===== src/rtl/pipeline_hazard_ctrl_pkg.sv =====
// Shared types for the pipeline hazard controller: FSM state encoding and
// scoreboard entry layout.
package pipeline_hazard_ctrl_pkg;

    localparam int unsigned SEL_BITS_DEF = 4;

    typedef enum logic [1:0] {
        ST_RUN     = 2'd0,
        ST_WAIT_BR = 2'd1,
        ST_FLUSH   = 2'd2
    } hz_state_t;

    typedef struct packed {
        logic                    v;
        logic [SEL_BITS_DEF-1:0] rd;
    } sb_entry_t;

endpackage


===== src/rtl/pipeline_hazard_ctrl_scoreboard.sv =====
// In-flight register-write tracker: one entry per cycle until write-back.
// HAZARD_WB_BYPASS_EN drops the oldest entry from matching (write-before-read RF).
module hazard_scoreboard
    import pipeline_hazard_ctrl_pkg::*;
#(
    parameter int unsigned SEL_BITS = SEL_BITS_DEF,
    parameter int unsigned WB_DEPTH = 3
) (
    input  logic                i_clk,
    input  logic                i_rst_n,
    input  logic                i_load_v,
    input  logic [SEL_BITS-1:0] i_load_reg,
    input  logic                i_valid,
    input  logic [SEL_BITS-1:0] i_rsel1,
    input  logic [SEL_BITS-1:0] i_rsel2,
    input  logic                i_use1,
    input  logic                i_use2,
    output logic                o_raw
);

`ifdef HAZARD_WB_BYPASS_EN
    localparam int unsigned CHECK_N = WB_DEPTH - 1;
`else
    localparam int unsigned CHECK_N = WB_DEPTH;
`endif

    sb_entry_t r_sb [WB_DEPTH];
    logic      w_m1;
    logic      w_m2;

    always_ff @(posedge i_clk or negedge i_rst_n) begin
        if (!i_rst_n) begin
            for (int unsigned i = 0; i < WB_DEPTH; i++) begin
                r_sb[i] <= '0;
            end
        end else begin
            r_sb[0] <= '{v: i_load_v, rd: SEL_BITS_DEF'(i_load_reg)};
            for (int unsigned i = 1; i < WB_DEPTH; i++) begin
                r_sb[i] <= r_sb[i-1];
            end
        end
    end

    always_comb begin
        w_m1 = 1'b0;
        w_m2 = 1'b0;
        for (int unsigned i = 0; i < CHECK_N; i++) begin
            if (r_sb[i].v && (r_sb[i].rd == SEL_BITS_DEF'(i_rsel1))) w_m1 = 1'b1;
            if (r_sb[i].v && (r_sb[i].rd == SEL_BITS_DEF'(i_rsel2))) w_m2 = 1'b1;
        end
    end

    assign o_raw = i_valid & ((i_use1 & w_m1) | (i_use2 & w_m2));

endmodule


===== src/rtl/pipeline_hazard_ctrl.sv =====
// Hazard/control-flow sequencer: RAW stalls, branch wait and wrong-path flush.
// Optional HAZARD_WB_BYPASS_EN shortens RAW stalls by one (see hazard_scoreboard).
module pipeline_hazard_ctrl
    import pipeline_hazard_ctrl_pkg::*;
#(
    parameter int unsigned SEL_BITS   = SEL_BITS_DEF,
    parameter int unsigned WB_DEPTH   = 3,
    parameter int unsigned BR_RESOLVE = 2,
    parameter int unsigned CNT_W      = 16
) (
    input  logic                clk,
    input  logic                rst,
    input  logic                dec_valid,
    input  logic [SEL_BITS-1:0] dec_rsel1,
    input  logic [SEL_BITS-1:0] dec_rsel2,
    input  logic                dec_use1,
    input  logic                dec_use2,
    input  logic                dec_wr_en,
    input  logic [SEL_BITS-1:0] dec_wr_reg,
    input  logic                dec_is_branch,
    input  logic                mem_pc_wr,
    output logic                hold_fd,
    output logic                bubble_de,
    output logic                flush_fd,
    output logic [1:0]          state,
    output logic [CNT_W-1:0]    stall_cnt,
    output logic                proto_err
);

    localparam int unsigned BR_W = (BR_RESOLVE < 2) ? 1 : $clog2(BR_RESOLVE + 1);

    hz_state_t        r_state;
    hz_state_t        w_state_nxt;
    logic [BR_W-1:0]  r_br_cnt;
    logic [BR_W-1:0]  w_br_cnt_nxt;
    logic [CNT_W-1:0] r_stall_cnt;
    logic             r_proto_err;
    logic             w_raw;
    logic             w_issue;

    assign w_issue = dec_valid & ~hold_fd;

    hazard_scoreboard #(
        .SEL_BITS (SEL_BITS),
        .WB_DEPTH (WB_DEPTH)
    ) u_scoreboard (
        .i_clk      (clk),
        .i_rst_n    (rst),
        .i_load_v   (w_issue & dec_wr_en),
        .i_load_reg (dec_wr_reg),
        .i_valid    (dec_valid),
        .i_rsel1    (dec_rsel1),
        .i_rsel2    (dec_rsel2),
        .i_use1     (dec_use1),
        .i_use2     (dec_use2),
        .o_raw      (w_raw)
    );

    always_comb begin
        w_state_nxt  = r_state;
        w_br_cnt_nxt = r_br_cnt;
        hold_fd      = 1'b0;
        bubble_de    = 1'b0;
        flush_fd     = 1'b0;
        case (r_state)
            ST_RUN: begin
                // RAW wins: a branch waits in decode until its operands clear
                if (w_raw) begin
                    hold_fd   = 1'b1;
                    bubble_de = 1'b1;
                end else if (dec_valid && dec_is_branch) begin
                    w_br_cnt_nxt = BR_W'(BR_RESOLVE);
                    w_state_nxt  = ST_WAIT_BR;
                end
            end
            ST_WAIT_BR: begin
                hold_fd      = 1'b1;
                bubble_de    = 1'b1;
                w_br_cnt_nxt = r_br_cnt - BR_W'(1);
                if (r_br_cnt <= BR_W'(1)) begin
                    w_state_nxt = mem_pc_wr ? ST_FLUSH : ST_RUN;
                end
            end
            ST_FLUSH: begin
                flush_fd    = 1'b1;
                bubble_de   = 1'b1;
                w_state_nxt = ST_RUN;
            end
            default: begin
                w_state_nxt = ST_RUN;
            end
        endcase
    end

    always_ff @(posedge clk or negedge rst) begin
        if (!rst) begin
            r_state     <= ST_RUN;
            r_br_cnt    <= '0;
            r_stall_cnt <= '0;
            r_proto_err <= 1'b0;
        end else begin
            r_state  <= w_state_nxt;
            r_br_cnt <= w_br_cnt_nxt;
            if (hold_fd && (r_stall_cnt != '1)) begin
                r_stall_cnt <= r_stall_cnt + CNT_W'(1);
            end
            if (mem_pc_wr && (r_state != ST_WAIT_BR)) begin
                r_proto_err <= 1'b1;
            end
        end
    end

    assign state     = r_state;
    assign stall_cnt = r_stall_cnt;
    assign proto_err = r_proto_err;

endmodule

===== config.mk =====
export PLATFORM = sky130hd
export DESIGN_NAME = pipeline_hazard_ctrl
export DESIGN_NICKNAME = d
export VERILOG_FILES = /design/src/rtl/pipeline_hazard_ctrl_pkg.sv /design/src/rtl/pipeline_hazard_ctrl_scoreboard.sv /design/src/rtl/pipeline_hazard_ctrl.sv
export SDC_FILE = /design/constraint.sdc
export NUM_CORES = 1
export LEC_CHECK = 0
export CORE_ASPECT_RATIO = 0.9
export CORE_MARGIN = 2
export CORE_UTILIZATION = 53
export DETAILED_ROUTE_END_ITERATION = 8
export PLACE_DENSITY = 0.91
export SETUP_SLACK_MARGIN = 0.02
export SLEW_MARGIN = 20
export SYNTH_ARGS = -nofsm -noshare
export SYNTH_HDL_FRONTEND = slang
export SYNTH_SLANG_ARGS = --single-unit

===== constraint.sdc =====
create_clock -name clk -period 4.3 [get_ports clk]
set_input_delay 0.645 -clock clk [delete_from_list [all_inputs] [get_ports clk]]
set_output_delay 0.645 -clock clk [all_outputs]
set_load 0.02 [all_outputs]

After elaboration in Yosys (flattened, before gate mapping)
Cells that the tools add are included.
{"block": "classes", "eq_ne": 13, "addsub": 2, "bitwise": 7, "reduce_logical": 14, "n_mux": 18, "n_mul": 0, "div_mod_pow": 0, "order_cmp": 1, "shifts": 0}
{"op": "== test 4 bit", "count": 6}
{"op": "adder 16 x 1 -> 16 bit (second input constant)", "count": 1}
{"op": "inequality test 16 bit (second input constant)", "count": 1}
{"op": "2-to-1 mux 2 bit", "count": 6}
{"op": "logical AND 1 bit", "count": 9}
{"op": "2-to-1 mux 1 bit", "count": 8}
{"op": "one-hot mux 2 bit (2 select lines)", "count": 2}
{"op": "inequality test 2 bit (second input constant)", "count": 3}
{"op": "AND reduction 3 bit", "count": 2}
{"op": "AND 1 bit", "count": 5}
{"op": "one-hot mux 1 bit (2 select lines)", "count": 2}
{"op": "== test 2 x 1 -> 1 bit (second input constant)", "count": 1}
{"op": "== test 2 bit (second input constant)", "count": 1}
{"op": "<= comparator 2 x 1 -> 1 bit (second input constant)", "count": 1}
{"op": "zero test 2 bit", "count": 1}
{"op": "inequality test 2 x 1 -> 1 bit (second input constant)", "count": 1}
{"op": "nonzero test 2 bit", "count": 1}
{"op": "OR reduction 2 bit", "count": 1}
{"op": "subtractor 2 x 1 -> 2 bit (second input constant)", "count": 1}
{"op": "NOT 1 bit", "count": 1}
{"op": "OR 1 bit", "count": 1}
{"block": "totals", "regBits": 36, "latchBits": 0, "input_bits": 20, "out_inout_bits": 22, "word_cells": 65, "romBits": 0, "ramBits": 0, "n_memories": 0}

Longest topological paths before layout
{"block": "logic_depth", "ltp_word": 13, "mapped_depth": 8, "mapped_depth_nobuf": 7}

Modules after synthesis
From an unflattened synthesis, not the netlist that was laid out.
{"block": "unflattened", "hier_cells": 167, "area_unflattened_um2": 1845.5}
{"mod": "pipeline_hazard_ctrl", "seq_area_each_um2": 525.5, "n_inst": 1, "cells_per_inst": 112, "area_each_um2": 1164.9}
{"mod": "hazard_scoreboard", "seq_area_each_um2": 375.4, "n_inst": 1, "cells_per_inst": 55, "area_each_um2": 680.7}

Worst setup path after synthesis
OpenSTA, ideal clock, no wires.
{"block": "synth_timing", "path_kind": "input port to output port", "startpoint": "in dec_rsel2[0]", "endpoint": "out bubble_de", "t_arrival_ps": 1810, "n_path_buf": 0, "required_time_ps": 3655, "cell_stages": 7, "path_slack_ps": 1845, "path_cell_list": "xor2_1 -> nor3_1 -> nand4_1 -> and4_1 -> a21oi_1 -> nor2_1 -> nor2_1"}
{"block": "synth_between", "elab_chain_len": 10, "elab_cells_between_ends": 14, "cone_classes": "eq/ne: 3; mux: 5; bitwise: 3; reduce/logical: 3"}
{"item": "start, declared", "line": "pipeline_hazard_ctrl.sv:15", "source": "input logic [SEL_BITS-1:0] dec_rsel2,"}
{"item": "== test 4 bit", "line": "pipeline_hazard_ctrl_scoreboard.sv:49", "source": "if (r_sb[i].v && (r_sb[i].rd == SEL_BITS_DEF'(i_rsel2))) w_m2 = 1'b1;"}
{"item": "logical AND 1 bit", "line": "pipeline_hazard_ctrl_scoreboard.sv:49"}
{"item": "2-to-1 mux 1 bit (2 in series)", "line": "pipeline_hazard_ctrl_scoreboard.sv:49"}
{"item": "2-to-1 mux 1 bit (*)", "line": "pipeline_hazard_ctrl_scoreboard.sv:49"}
{"item": "AND 1 bit (*)", "line": "pipeline_hazard_ctrl_scoreboard.sv:53", "source": "assign o_raw = i_valid & ((i_use1 & w_m1) | (i_use2 & w_m2));"}
{"item": "OR 1 bit (*)", "line": "pipeline_hazard_ctrl_scoreboard.sv:53"}
{"item": "AND 1 bit (*)", "line": "pipeline_hazard_ctrl_scoreboard.sv:53"}
{"item": "2-to-1 mux 1 bit (*)", "line": "pipeline_hazard_ctrl.sv:68", "source": "if (w_raw) begin"}
{"item": "one-hot mux 1 bit (2 select lines) (*)", "line": "pipeline_hazard_ctrl.sv:65", "source": "case (r_state)"}
{"item": "end, declared", "line": "pipeline_hazard_ctrl.sv:23", "source": "output logic bubble_de,"}
Mark *: on every way between the ends. The rest lies on a longest branch, timed or not.

Final worst setup path
Ends and elaborated chain as after synthesis.

==> results.sh <==
export IMPL_status="completed"
export IMPL_drcViolationCount=0
export IMPL_worst_setup_path_end_kind="output pin"
export IMPL_avgSynthCellArea_um2=11.20
export IMPL_clock_fmax_mhz=287.2
export IMPL_yosysWarningCount=0
export IMPL_grt_ovfl_total=0
export IMPL_detailed_place_hpwl_mm=2.560
export IMPL_r2r_setup_slack_ns=2.19
export IMPL_ys_seq_area_frac=0.4935
export IMPL_ctsHoldBuffers=0
export IMPL_cp_required_ns=3.65
export IMPL_max_slew_margin=0.7120
export IMPL_ys_types=33
export IMPL_cts_root_buffer="clkbuf_8"
export IMPL_p_clk_frac=0.172
export IMPL_finClkSkew_ns=0.007900
export IMPL_crit_fanout=4
export IMPL_fin_crit_ns=3.481
export IMPL_ctsHtreeMaxLevel=2
export IMPL_final_cell_mix="41 x clkdlybuf4s50_1, 36 x dfrtp_1, 30 x xor2_1"
export IMPL_start_util=0.5485
export IMPL_core_area_um2=3328
export IMPL_holdCritStartpoint="u_scoreboard.r_sb[14]"
export IMPL_drt_pass1_iter_count=4
export IMPL_p_int_w=0.0008364
export IMPL_clock_latency_ns=0.29
export IMPL_grt_util_all_layers=0.2003
export IMPL_final_common_cell="clkdlybuf4s50_1"
export IMPL_crit_arrival_ns=2.84
export IMPL_cts_path_max_buffers=2
export IMPL_num_rows=20
export IMPL_finalHoldViolCount=0
export IMPL_area_growth_pct=30.36
export IMPL_holdWs_ns=0.4164
export IMPL_timing_reg2reg_worst_path_depth=7
export IMPL_synth_fp_nets=189
export IMPL_synth_compound_area_frac=0.05963
export IMPL_n_antenna_cell=0
export IMPL_vias=1299
export IMPL_grt_pass1_vias=1276
export IMPL_synthXorXnorAreaFrac=0.1871
export IMPL_clock_sinks=36
export IMPL_layout_nets=237
export IMPL_post_cts_buffers=0
export IMPL_ys_ff_latch=36
export IMPL_hold_end="u_scoreboard.r_sb[9]"
export IMPL_hold_path_class="register to register"
export IMPL_cts_resized=0
export IMPL_switching_share=0.3968
export IMPL_hold_depth=0
export IMPL_die_x_um=65.87
export IMPL_grt_pass1_wl_mm=5.823
export IMPL_io_buffer_count=41
export IMPL_p_leak_nw=0.9699
export IMPL_finalSetupViolations=0
export IMPL_io_pins=42
export IMPL_seqPwrFrac=0.377
export IMPL_cap_violations=0
export IMPL_wl_mm=3.369
export IMPL_drive_gt1_frac=0.09434
export IMPL_cts_tree="done"
export IMPL_worstSetupPathType="primary input to output pin"
export IMPL_die_h_um=59.68
export IMPL_synth_mux_area_frac=0.01714
export IMPL_p_switching_w=0.0005503
export IMPL_clk_pin_slew_ns=0.07
export IMPL_postRouteAntennaNets=0
export IMPL_worstSetupStartpointType="primary input"
export IMPL_finalCritPeriodShare=0.8096
export IMPL_powerDensity_nw_per_um2=582.7
export IMPL_setup_tns_ns=0
export IMPL_synth_area_um2=1826
export IMPL_rr_endpoint="stall_cnt[15]"
export IMPL_antenna_found_initial=0
export IMPL_tightest_slew_ns=0.4320
export IMPL_p_comb_frac=0.452
export IMPL_slew_viol_final=0
export IMPL_synth_fa_ha_area_frac=0.04112
export IMPL_crit_start="dec_rsel2[0]"
export IMPL_grt_start_max_net_pins=37
export IMPL_irDropWorstVdd_uv=391.2
export IMPL_synth_top_family_by_area="XOR/XNOR gates"
export IMPL_yosys_area_share_simple=0.1748
export IMPL_syn_inst=163
export IMPL_r2r_start="stall_cnt[5]"
export IMPL_numCtsBuffers=5
export IMPL_drtIter0Drc=66
export IMPL_rsz0062_at_grt="no"
export IMPL_wl_per_cell_um=13.16
export IMPL_routed_via_density=5.074
export IMPL_place_congestion=0.9303
export IMPL_die_area_um2=3930
## worst max-delay path, stage by stage
cell and delay, ns:
clkdlybuf4s50_1 0.48, xor2_1 0.17, nor3_1 0.19, nand4_1 0.11
and4_1 0.25, a21oi_1 0.22, nor2_1 0.07, nor2_1 0.09
clkdlybuf4s50_1 0.60
## cells in the mapped netlist
| cell | number | share of area |
|---|---|---|
| nor3_4 | 1 | 0.0089 |
| a32o_1 | 1 | 0.0055 |
| nor3_2 | 3 | 0.016 |
| mux2_2 | 1 | 0.0062 |
| a2bb2oi_1 | 1 | 0.0048 |
| nor3_1 | 7 | 0.019 |
| nor4_1 | 2 | 0.0069 |
| nand2_1 | 8 | 0.016 |
| nand4_1 | 5 | 0.017 |
| o2111ai_1 | 1 | 0.0048 |
| a21oi_1 | 4 | 0.011 |
| inv_1 | 10 | 0.021 |
| xnor2_1 | 9 | 0.043 |
| and4_4 | 1 | 0.0062 |
| nand3_1 | 7 | 0.019 |
| nor2_1 | 9 | 0.019 |
| a21o_1 | 1 | 0.0041 |
| xor2_1 | 30 | 0.14 |
| o21ai_0 | 4 | 0.011 |
| dfrtp_1 | 36 | 0.49 |
| ha_1 | 6 | 0.041 |
| o2bb2ai_1 | 1 | 0.0048 |
| buf_6 | 1 | 0.0062 |
| a31o_4 | 1 | 0.0096 |
| mux2i_1 | 2 | 0.011 |
| a211oi_1 | 1 | 0.0041 |
| nor4_2 | 1 | 0.0069 |
| or3_1 | 1 | 0.0034 |
| and4_1 | 2 | 0.0096 |
| nor2b_1 | 1 | 0.0034 |
| and3_4 | 2 | 0.012 |
| or2_2 | 1 | 0.0034 |
| and3_1 | 2 | 0.0069 |
## power groups by stage
| stage | clock network, W | logic (W) | registers (W) |
|---|---|---|---|
| finish | 0.000238 | 0.000626 | 0.000522 |
| global route | 0.000265 | 0.000684 | 0.000535 |
| CTS | 0.000245 | 0.000633 | 0.000523 |
| detailed placement | 0 | 0.000631 | 0.000526 |
| global placement | 0 | 0.000619 | 0.000524 |
| floorplan | 0 | 0.000326 | 0.000585 |
## kinds of logic after synthesis
| logic type | after synthesis |
|---|---|
| xor gates and xnor gates | 39 |
| and+or+nand+nor | 53 |
| buffers and inverters | 11 |
| adders and majority gates | 6 |
| muxes | 3 |
| AOI/OAI and AO/OA | 15 |
| DFF | 36 |
## layer usage
layer,part of all wire,global-route usage,up-vias
li1,-,-,654
met4,0.0080,0.06845,0
met5,0,0,-
met1,0.48,0.2811,602
met2,0.45,0.2958,39
met3,0.064,0.06403,4
## state kept, by name, summed over array words and instances (netlist names)
name	cells
proto_err	1
r_br_cnt	2
stall_cnt	16
state	2
u_scoreboard.r_sb	15
## worst max path at each step
stage / slack, ns / depth (start not counted) / to
2_1_floorplan: 1.84 / 7 / bubble_de
3_3_place_gp: 0.86 / 9 / bubble_de
3_5_place_dp: 0.80 / 9 / bubble_de
4_1_cts: 0.79 / 9 / bubble_de
5_1_grt: 0.68 / 9 / bubble_de
6_report: 0.82 / 9 / bubble_de
## stage by stage
step	power [W]	instance area (um^2)	util	setup slack, ns	std cells
final	0.001387	2380	0.7150	0.8186	256
after global routing	0.001484	2380	0.7150	0.6814	256
after CTS	0.001402	2380	0.7150	0.7944	256
after detailed placement	0.001157	2287	0.6872	0.7979	248
after global placement	0.001143	2287	0.6872	0.8573	248
after floorplan	0.0009107	1826	-	1.845	163
## area by class of cell
| cell class | count | area, um^2 |
|---|---|---|
| fillers | 249 | 948.4 |
| repair buffers | 42 | 417.9 |
| multi-input cells | 116 | 875.8 |
| well taps | 44 | 55.05 |
| inverters | 10 | 37.54 |
| clock buffers | 5 | 68.82 |
| flip-flops and latches | 36 | 900.9 |
| clock inverters | 3 | 23.77 |
No activity file was read; power rests on OpenSTA's default activity.
